<file path="src/rtl/disp_pkg.sv">
// Shared constants for the seven-segment display stages: hex glyph table and idle levels.
// Purely declarative; no timing or flow control.
package disp_pkg;

  localparam logic [6:0] SEG_BLANK = 7'b1111111;
  localparam logic [3:0] AN_OFF    = 4'b1111;

  // Active-low {g,f,e,d,c,b,a}; element i is the glyph for hex digit i.
  localparam logic [15:0][6:0] HEX_SEG = {
    7'b0001110,  // F
    7'b0000110,  // E
    7'b0100001,  // d
    7'b1000110,  // C
    7'b0000011,  // b
    7'b0001000,  // A
    7'b0010000,  // 9
    7'b0000000,  // 8
    7'b1111000,  // 7
    7'b0000010,  // 6
    7'b0010010,  // 5
    7'b0011001,  // 4
    7'b0110000,  // 3
    7'b0100100,  // 2
    7'b1111001,  // 1
    7'b1000000   // 0
  };

  // One registered set of pin levels for the display.
  typedef struct packed {
    logic [3:0] an;
    logic [6:0] seg;
    logic       dp;
  } disp_out_t;

  localparam disp_out_t DISP_IDLE = '{an: AN_OFF, seg: SEG_BLANK, dp: 1'b1};

endpackage

</file>
<file path="src/rtl/hex_to_seg.sv">
// Combinational 4-bit hex to active-low seven-segment decoder.
// Zero latency; no flow control.
module hex_to_seg
  import disp_pkg::*;
(
  input  logic [3:0] nib,
  output logic [6:0] seg
);

  assign seg = HEX_SEG[nib];

endmodule

</file>
<file path="src/rtl/disp_hex4.sv">
// Four-digit multiplexed common-anode hex display driver with per-frame data latch.
// Outputs registered; each slot is TICK_DIV cycles; free-running, never stalls upstream.
module disp_hex4
  import disp_pkg::*;
#(
  parameter int TICK_DIV = 50000,
  parameter int CNT_W    = 16
) (
  input  logic        clk,
  input  logic        rst,
  input  logic [15:0] dat,
  input  logic        blank_en,
  input  logic [3:0]  dp_mask,
  output logic [3:0]  AN,
  output logic [6:0]  seg,
  output logic        seg_P,
  output logic        frame
);

  localparam logic [CNT_W-1:0] TICK_LAST = CNT_W'(TICK_DIV - 1);

  logic [CNT_W-1:0] cnt_q, cnt_d;
  logic [1:0]       idx_q, idx_d;
  logic [15:0]      dat_q, dat_d;
  logic             frame_q, frame_d;
  disp_out_t        out_q, out_d;

  logic       tick;
  logic [3:0] nib;
  logic [6:0] hex_seg;
  logic [3:0] lead_zero;
  logic       blank_cur;

  assign tick = (cnt_q == TICK_LAST);
  assign nib  = dat_q[{idx_q, 2'b00} +: 4];

  // lead_zero[i]: every nibble from digit 3 down to digit i is zero; digit 0 never blanks.
  assign lead_zero[3] = (dat_q[15:12] == 4'h0);
  assign lead_zero[2] = lead_zero[3] && (dat_q[11:8] == 4'h0);
  assign lead_zero[1] = lead_zero[2] && (dat_q[7:4] == 4'h0);
  assign lead_zero[0] = 1'b0;
  assign blank_cur    = blank_en && lead_zero[idx_q];

  hex_to_seg u_hex_to_seg (
    .nib (nib),
    .seg (hex_seg)
  );

  always_comb begin
    cnt_d   = tick ? '0 : cnt_q + 1'b1;
    idx_d   = tick ? idx_q + 2'd1 : idx_q;
    dat_d   = (tick && (idx_q == 2'd3)) ? dat : dat_q;
    // Raised for the whole latch cycle, so frame and the dat_q load coincide.
    frame_d = (cnt_d == TICK_LAST) && (idx_d == 2'd3);
    out_d   = out_q;
    // Pins take the slot that is ending and hold it for a full slot, so AN, seg
    // and seg_P always switch on the same edge.
    if (tick) begin
      out_d.an  = ~(4'b0001 << idx_q);
      out_d.seg = blank_cur ? SEG_BLANK : hex_seg;
      out_d.dp  = ~dp_mask[idx_q];
    end
  end

  always_ff @(posedge clk or posedge rst) begin
    if (rst) begin
      cnt_q   <= '0;
      idx_q   <= 2'd0;
      dat_q   <= 16'h0000;
      frame_q <= 1'b0;
      out_q   <= DISP_IDLE;
    end else begin
      cnt_q   <= cnt_d;
      idx_q   <= idx_d;
      dat_q   <= dat_d;
      frame_q <= frame_d;
      out_q   <= out_d;
    end
  end

  assign AN    = out_q.an;
  assign seg   = out_q.seg;
  assign seg_P = out_q.dp;
  assign frame = frame_q;

endmodule

</file>
<file path="config.mk">
export PLATFORM = sky130hd
export DESIGN_NAME = disp_hex4
export DESIGN_NICKNAME = d
export VERILOG_FILES = /design/src/rtl/disp_pkg.sv /design/src/rtl/hex_to_seg.sv /design/src/rtl/disp_hex4.sv
export SDC_FILE = /design/constraint.sdc
export NUM_CORES = 1
export LEC_CHECK = 0
export ABC_AREA = 0
export CAP_MARGIN = 20
export CORE_MARGIN = 2
export CORE_UTILIZATION = 49
export DETAILED_ROUTE_END_ITERATION = 10
export PLACE_DENSITY = 0.76
export SLEW_MARGIN = 10
export SYNTH_ARGS = -nofsm -noshare
export SYNTH_HDL_FRONTEND = slang
export SYNTH_SLANG_ARGS = --single-unit
</file>
<file path="constraint.sdc">
create_clock -name clk -period 2.1 [get_ports clk]
set_input_delay 0.42 -clock clk [delete_from_list [all_inputs] [get_ports clk]]
set_output_delay 0.42 -clock clk [all_outputs]
set_load 0.05 [all_outputs]
</file>
==> summary.txt, run 1 <==
Finish
  • Layout Nets: 324
  • Layout cells sized above 1: 32.3%
  • Commonest non-fill, non-tap cells in the layout: buf_4, dfrtp_1, clkdlybuf4s50_1
  • Seq. cell area: 1190 µm²
  • Final core occ: 68.2%
  • Area grow syn2layout: 31.5%
  • Fillers: 373
  • N_diodes: 0
  • Area of the multi-input gates: 1290 µm²
  • Commonest non-fill, non-tap cell in the layout: buf_4
  • Final Cell Area: 3280 µm²

Global routing
  • Vias in the first global route: 1810
  • Largest net degree at the start of global routing: 48
  • Met1 Use GR: 29.5%
  • GR Overflow Total: 0
  • Global-route met3 utilization: 4.37%
  • Global-route wire length before repair: 8560 µm
  • Grt met2 use: 29.7%
  • Gr usage total: 20.0%
  • Grt peak-use layer: met2
  • Initial antenna violation count: 0

Placed design
  • PortBufs: 35
  • DP HPWL: 3760 µm
  • Placer's final routability congestion estimate: 0.855
  • DP Worst Slack: -0.183 ns
  • Post-DP Area: 3130 µm²

Worst setup path
  • CP Max Fanout: 2
  • Critical-path top delay cell: clkdlybuf4s50_1
  • Buf/Inv on CP: 1
  • Crit path max-delay family: buffers and inverters
  • Slowest stage delay, CP: 0.79 ns
  • WP data arrival: 1.64 ns
  • Worst setup EP type: primary output
  • Critical path class: reg2out
  • Crit-path cells: clkdlybuf4s50_1
  • Worst Setup SP: seg[2]
  • Critical Path RT: 1.68 ns
  • Reg-to-Reg Start: idx_q[0]
  • CP Launch Type: flop

Yosys
  • Register area share after synthesis: 47.7%
  • Synth cell types: 42
  • Ys flop type: dfrtp_1
  • Syn Area/Cell: 11.2 µm²
  • Synth warnings: 0
  • Synth Register Bits: 47
  • Post-synth EDFFs: 0
  • Async S/R FF share, synth: 100%
  • Synth Cell Area: 2500 µm²
  • Syn Inst Count: 222
  • Post-Syn Nets: 256

Floorplanning
  • Site row count: 25
  • Die ar.: 5680 µm²
  • Die Ht: 75.4 µm
  • Starting density of the core: 51.8%
  • Die Wd: 75.4 µm
  • I/O Pins: 36
  • Core ar.: 4820 µm²

Power and ir drop
  • Pwr dens: 500 nW/µm²
  • P_leak: 1.40 nW
  • Peak supply drop: 0.000307 V
  • Final Power: 1.64 mW

Routing
  • Vias: 1881
  • DRC violations left: 0
  • WL final: 5130 µm
  • ANT nets after route: 0
  • Wirelength per Cell: 14.3 µm
  • First-pass DRT Iterations: 4
  • Vias per Instance: 5.25
  • Initial drt markers: 135

Timing
  • Least-Margin Pin Slew: 0.495 ns
  • Worst Clk Skew: 0.0100 ns
  • RSZ-0062 raised after global routing: yes
  • Final WS setup: 0.0440 ns
  • Final setup fails: 0
  • Rel. slew slack: 66.9%
  • Min Clock Period, post-route: 2.06 ns
  • Fmax: 486 MHz
  • Tcrit/Tclk final: 97.9%
  • Count of final hold-check violations: 0
  • Max-slew violations: 0
  • Final TNS setup: 0 ns

Clock tree
  • Root Buffer: clkbuf_8
  • H-tree level count: 2
  • CTS tree: done
  • Inserted Clock Buffers: 5
  • CTS max path bufs: 2
  • Clk_lat worst skew: 0.30 ns
  • TritonCTS sink count: 47
  • Worst-path clk slew: 0.09 ns

Flow run
  • Max Cap Viol: 0

Hold path
  • Worst hold path type: in2async

Outcome
  • Outcome: completed
[timing repair]
item,in CTS,in global routing
hold buffers,0,0
pin swaps,0,1
gates cloned,0,0
endpoints found under the setup margin,3,23
buffers inserted,0,2
resized for setup,4,11
[state kept, by name (all words and copies together) (netlist names)]
name / flops
AN: 4
seg: 7
frame: 1
cnt_q: 16
dat_q: 16
seg_P: 1
idx_q: 2
[routing by layer]
metal	vias to the layer above	part of all wire, %
met1	906	49
met5	-	0
met2	43	46
met4	0	1.3
li1	928	-
met3	4	4.1
[through the flow]
step	hold slack (ns)	instances
6_report	0.458	358
5_1_grt	0.507	358
4_1_cts	0.465	356
3_5_place_dp	0.470	348
3_3_place_gp	0.465	348
2_1_floorplan	0.469	222
[cell type report]
type                    instances  share of cell area, %
multi-input cells             161                   39.3
flip-flops and latches         47                   36.3
repair buffers                 69                   18.5
well taps                      67                   2.55
clock buffers                   6                   2.21
inverters                       6                  0.686
clock inverters                 2                  0.381
[worst reg2reg max path, stage by stage, from the launching register on]
cell and delay [ns]:
dfrtp_2 0.43, mux4_2 0.57, inv_2 0.13, ha_1 0.25, nor2_2 0.15, nor2_1 0.06
a221oi_1 0.27, a21oi_1 0.11
[cell families (layout without fill, tap and decap cells)]
kind of cell	Yosys count	count (layout)	share of synthesized area (%)
buffers and inverters	14	83	2.61
AND/OR/NAND/NOR	83	83	16.9
adder cells (fa/ha/maj)	11	11	5.51
multiplexers	25	25	14.7
flip-flops	47	47	47.7
AO/OA/AOI/OAI	26	26	6.96
XOR/XNOR	16	16	5.61
[Yosys cell counts (2+ instances only)]
cell,count,area (µm²)
a2111oi_0,4,35.0
a211oi_1,2,15.0
a21oi_1,3,15.0
a221oi_1,2,17.5
a22oi_1,2,15.0
a31oi_1,3,18.8
and2_1,2,12.5
and3_1,4,25.0
buf_2,4,20.0
clkbuf_1,3,11.3
dfrtp_1,35,876
dfstp_2,12,315
ha_1,11,138
inv_1,6,22.5
mux2_1,2,22.5
mux2_2,9,101
mux2_4,8,120
mux4_2,5,113
nand2_1,15,56.3
nand3_1,6,30.0
nand4_1,5,31.3
nor2_1,32,120
nor3_1,4,20.0
nor4_1,4,25.0
o21ai_0,7,35.0
or3_1,2,12.5
xnor2_1,10,87.6
xor2_1,6,52.6
[power by group]
group | internal [mW] | switching (mW) | leakage [nW]
sequential | 0.926 | 0.0147 | 0.559
clock | 0.233 | 0.306 | 0.0412
combinational | 0.0894 | 0.0730 | 0.801
total | 1.25 | 0.394 | 1.40
[path summary, 6_finish.rpt]
check	end	slack (ns)	cells past startpoint
setup / recovery	seg[2]	0.04	1
hold / removal	dat_q[4]	0.46	3
setup reg to reg	seg[1]	0.06	7
hold reg to reg	AN[2]	0.48	2
max in group asynchronous	AN[1]	1.37	3
min in group clk	AN[2]	0.48	2
Power figures use the tool's default switching activity.
==> run 2, diff against run 1 <==
- RECOVER_POWER: unset -> 100
- SKIP_LAST_GASP: unset -> 1
==> summary.txt, run 2 (same netlist as run 1, synthesis figures left out) <==
Timing
  • Rel. slew slack: 23.2% (-44 points)
  • Min Clock Period, post-route: 2.06 ns (+0.00182 ns)
  • Count of final hold-check violations: 0 (unchanged)
  • Least-Margin Pin Slew: 1.15 ns (+0.656 ns)
  • Max-slew violations: 0 (unchanged)
  • Final WS setup: 0.0421 ns (-0.00182 ns)
  • Final setup fails: 0 (unchanged)
  • RSZ-0062 raised after global routing: yes
  • Final TNS setup: 0 ns (unchanged)
  • Tcrit/Tclk final: 98.0% (about the same)
  • Fmax: 486 MHz (about the same)
  • Worst Clk Skew: 0.00953 ns (-0.000484 ns)

Finish
  • Final core occ: 67.3% (-0.86 points)
  • Commonest non-fill, non-tap cells in the layout: dfrtp_1, nor2_1, buf_4
  • Commonest non-fill, non-tap cell in the layout: dfrtp_1
  • Layout Nets: 324 (unchanged)
  • N_diodes: 0 (unchanged)
  • Layout cells sized above 1: 29.6% (-2.7 points)
  • Fillers: 382 (+2.4%)
  • Seq. cell area: 1190 µm² (unchanged)
  • Area of the multi-input gates: 1290 µm² (-0.29%)
  • Final Cell Area: 3240 µm² (-1.3%)
  • Area grow syn2layout: 29.9%

Worst setup path
  • Critical-path top delay cell: clkdlybuf4s50_1
  • Critical path class: reg2out
  • Crit path max-delay family: buffers and inverters
  • Slowest stage delay, CP: 0.79 ns (about the same)
  • Worst setup EP type: primary output
  • WP data arrival: 1.64 ns (about the same)
  • CP Max Fanout: 2 (unchanged)
  • Critical Path RT: 1.68 ns (about the same)
  • Crit-path cells: clkdlybuf4s50_1
  • Buf/Inv on CP: 1 (unchanged)
  • CP Launch Type: flop

Placed design
  • PortBufs: 35 (unchanged)
  • DP HPWL: 3760 µm (unchanged)
  • Post-DP Area: 3130 µm² (unchanged)
  • Placer's final routability congestion estimate: 0.855 (unchanged)
  • DP Worst Slack: -0.183 ns (unchanged)

Power and ir drop
  • Sequential share of power: 57.5% (+0.2 points)
  • Logic pwr share: 9.5% (-0.4 points)
  • Clock network power share: 33.0% (+0.2 points)
  • Int Pwr: 1.24 mW (-0.46%)
  • Peak supply drop: 0.000307 V (+0.11%)
  • Sw frac: 24.1% (+0.099 points)
  • Sw power: 394 µW (about the same)
  • P_leak: 1.37 nW (-2.2%)
  • Pwr dens: 505 nW/µm² (+0.94%)

Flow run
  • Max Cap Viol: 0 (unchanged)

Routing
  • First-pass DRT Iterations: 4 (unchanged)
  • Wirelength per Cell: 14.3 µm (-0.27%)
  • Vias: 1898 (+0.90%)
  • ANT nets after route: 0 (unchanged)
  • Vias per Instance: 5.30 (+0.90%)
  • Initial drt markers: 135 (unchanged)
  • DRC violations left: 0 (unchanged)
  • WL final: 5120 µm (-0.27%)

Clock tree
  • Inserted Clock Buffers: 5 (unchanged)
  • CTS tree: done
  • CTS max path bufs: 2 (unchanged)
  • H-tree level count: 2 (unchanged)
  • Clk_lat worst skew: 0.30 ns (about the same)
  • Worst-path clk slew: 0.09 ns (about the same)
  • TritonCTS sink count: 47 (unchanged)
  • Root Buffer: clkbuf_8

Floorplanning
  • Die Ht: 75.4 µm (unchanged)
  • Die ar.: 5680 µm² (unchanged)
  • Die Wd: 75.4 µm (unchanged)
  • Site row count: 25 (unchanged)
  • I/O Pins: 36 (unchanged)
  • Starting density of the core: 51.8% (unchanged)
  • Core ar.: 4820 µm² (unchanged)

Hold path
  • Worst hold path type: reg2reg

Global routing
  • Global-route wire length before repair: 8560 µm (unchanged)
  • GR Overflow Total: 0 (unchanged)
  • Largest net degree at the start of global routing: 48 (unchanged)
  • Vias in the first global route: 1810 (unchanged)
  • Initial antenna violation count: 0 (unchanged)
  • Gr usage total: 20.0% (unchanged)

Outcome
  • Outcome: completed
[run 2: layout make-up]
class                      count  area share, %
multi-input combinational    161           39.7
sequential                    47           36.8
clock buffer                   6           2.24
clock inverter                 2          0.386
tap                           67           2.58
timing repair buffer          69           17.6
inverter                       6          0.694
[run 2: power by group through the flow]
stage / logic, mW / registers (mW) / clock network [mW]
2_1_floorplan: 0.0734 / 0.963 / 0
3_3_place_gp: 0.154 / 0.957 / 0
3_5_place_dp: 0.157 / 0.958 / 0
4_1_cts: 0.159 / 0.941 / 0.553
5_1_grt: 0.171 / 0.944 / 0.587
6_report: 0.155 / 0.941 / 0.541
[run 2: repair_timing]
action / in CTS / in global routing
resized for setup: 4 / 9
gates cloned: 0 / 0
pin swaps: 0 / 1
buffers inserted: 0 / 2
setup endpoints to repair: 3 / 23
hold buffers: 0 / 0
[run 2: per-layer routing]
| layer | track usage, % | up-vias | wire length, µm |
|---|---|---|---|
| met1 | 29.5 | 922 | 2500 |
| li1 | - | 929 | - |
| met4 | 6.24 | 0 | 67 |
| met2 | 29.7 | 43 | 2350 |
| met3 | 4.37 | 4 | 200 |
| met5 | 0 | - | 0 |
[run 2: per-stage QoR]
step	std cells	total power, mW	hold slack [ns]
after floorplan	222	1.04	0.469
after global placement	348	1.11	0.465
after detailed placement	348	1.11	0.470
after CTS	356	1.65	0.465
after global routing	358	1.70	0.507
final	358	1.64	0.477
[run 2: final timing paths]
kind / start / to / slack [ns] / cells past startpoint
max in group asynchronous: rst / idx_q[0] / 0.41 / 3
min: AN[2] / AN[2] / 0.48 / 2
max reg2reg: cnt_q[4] / seg[4] / 0.06 / 5
min in group asynchronous: rst / dat_q[4] / 0.92 / 3
min reg2reg: AN[2] / AN[2] / 0.48 / 2
max: seg[2] / seg[2] / 0.04 / 1
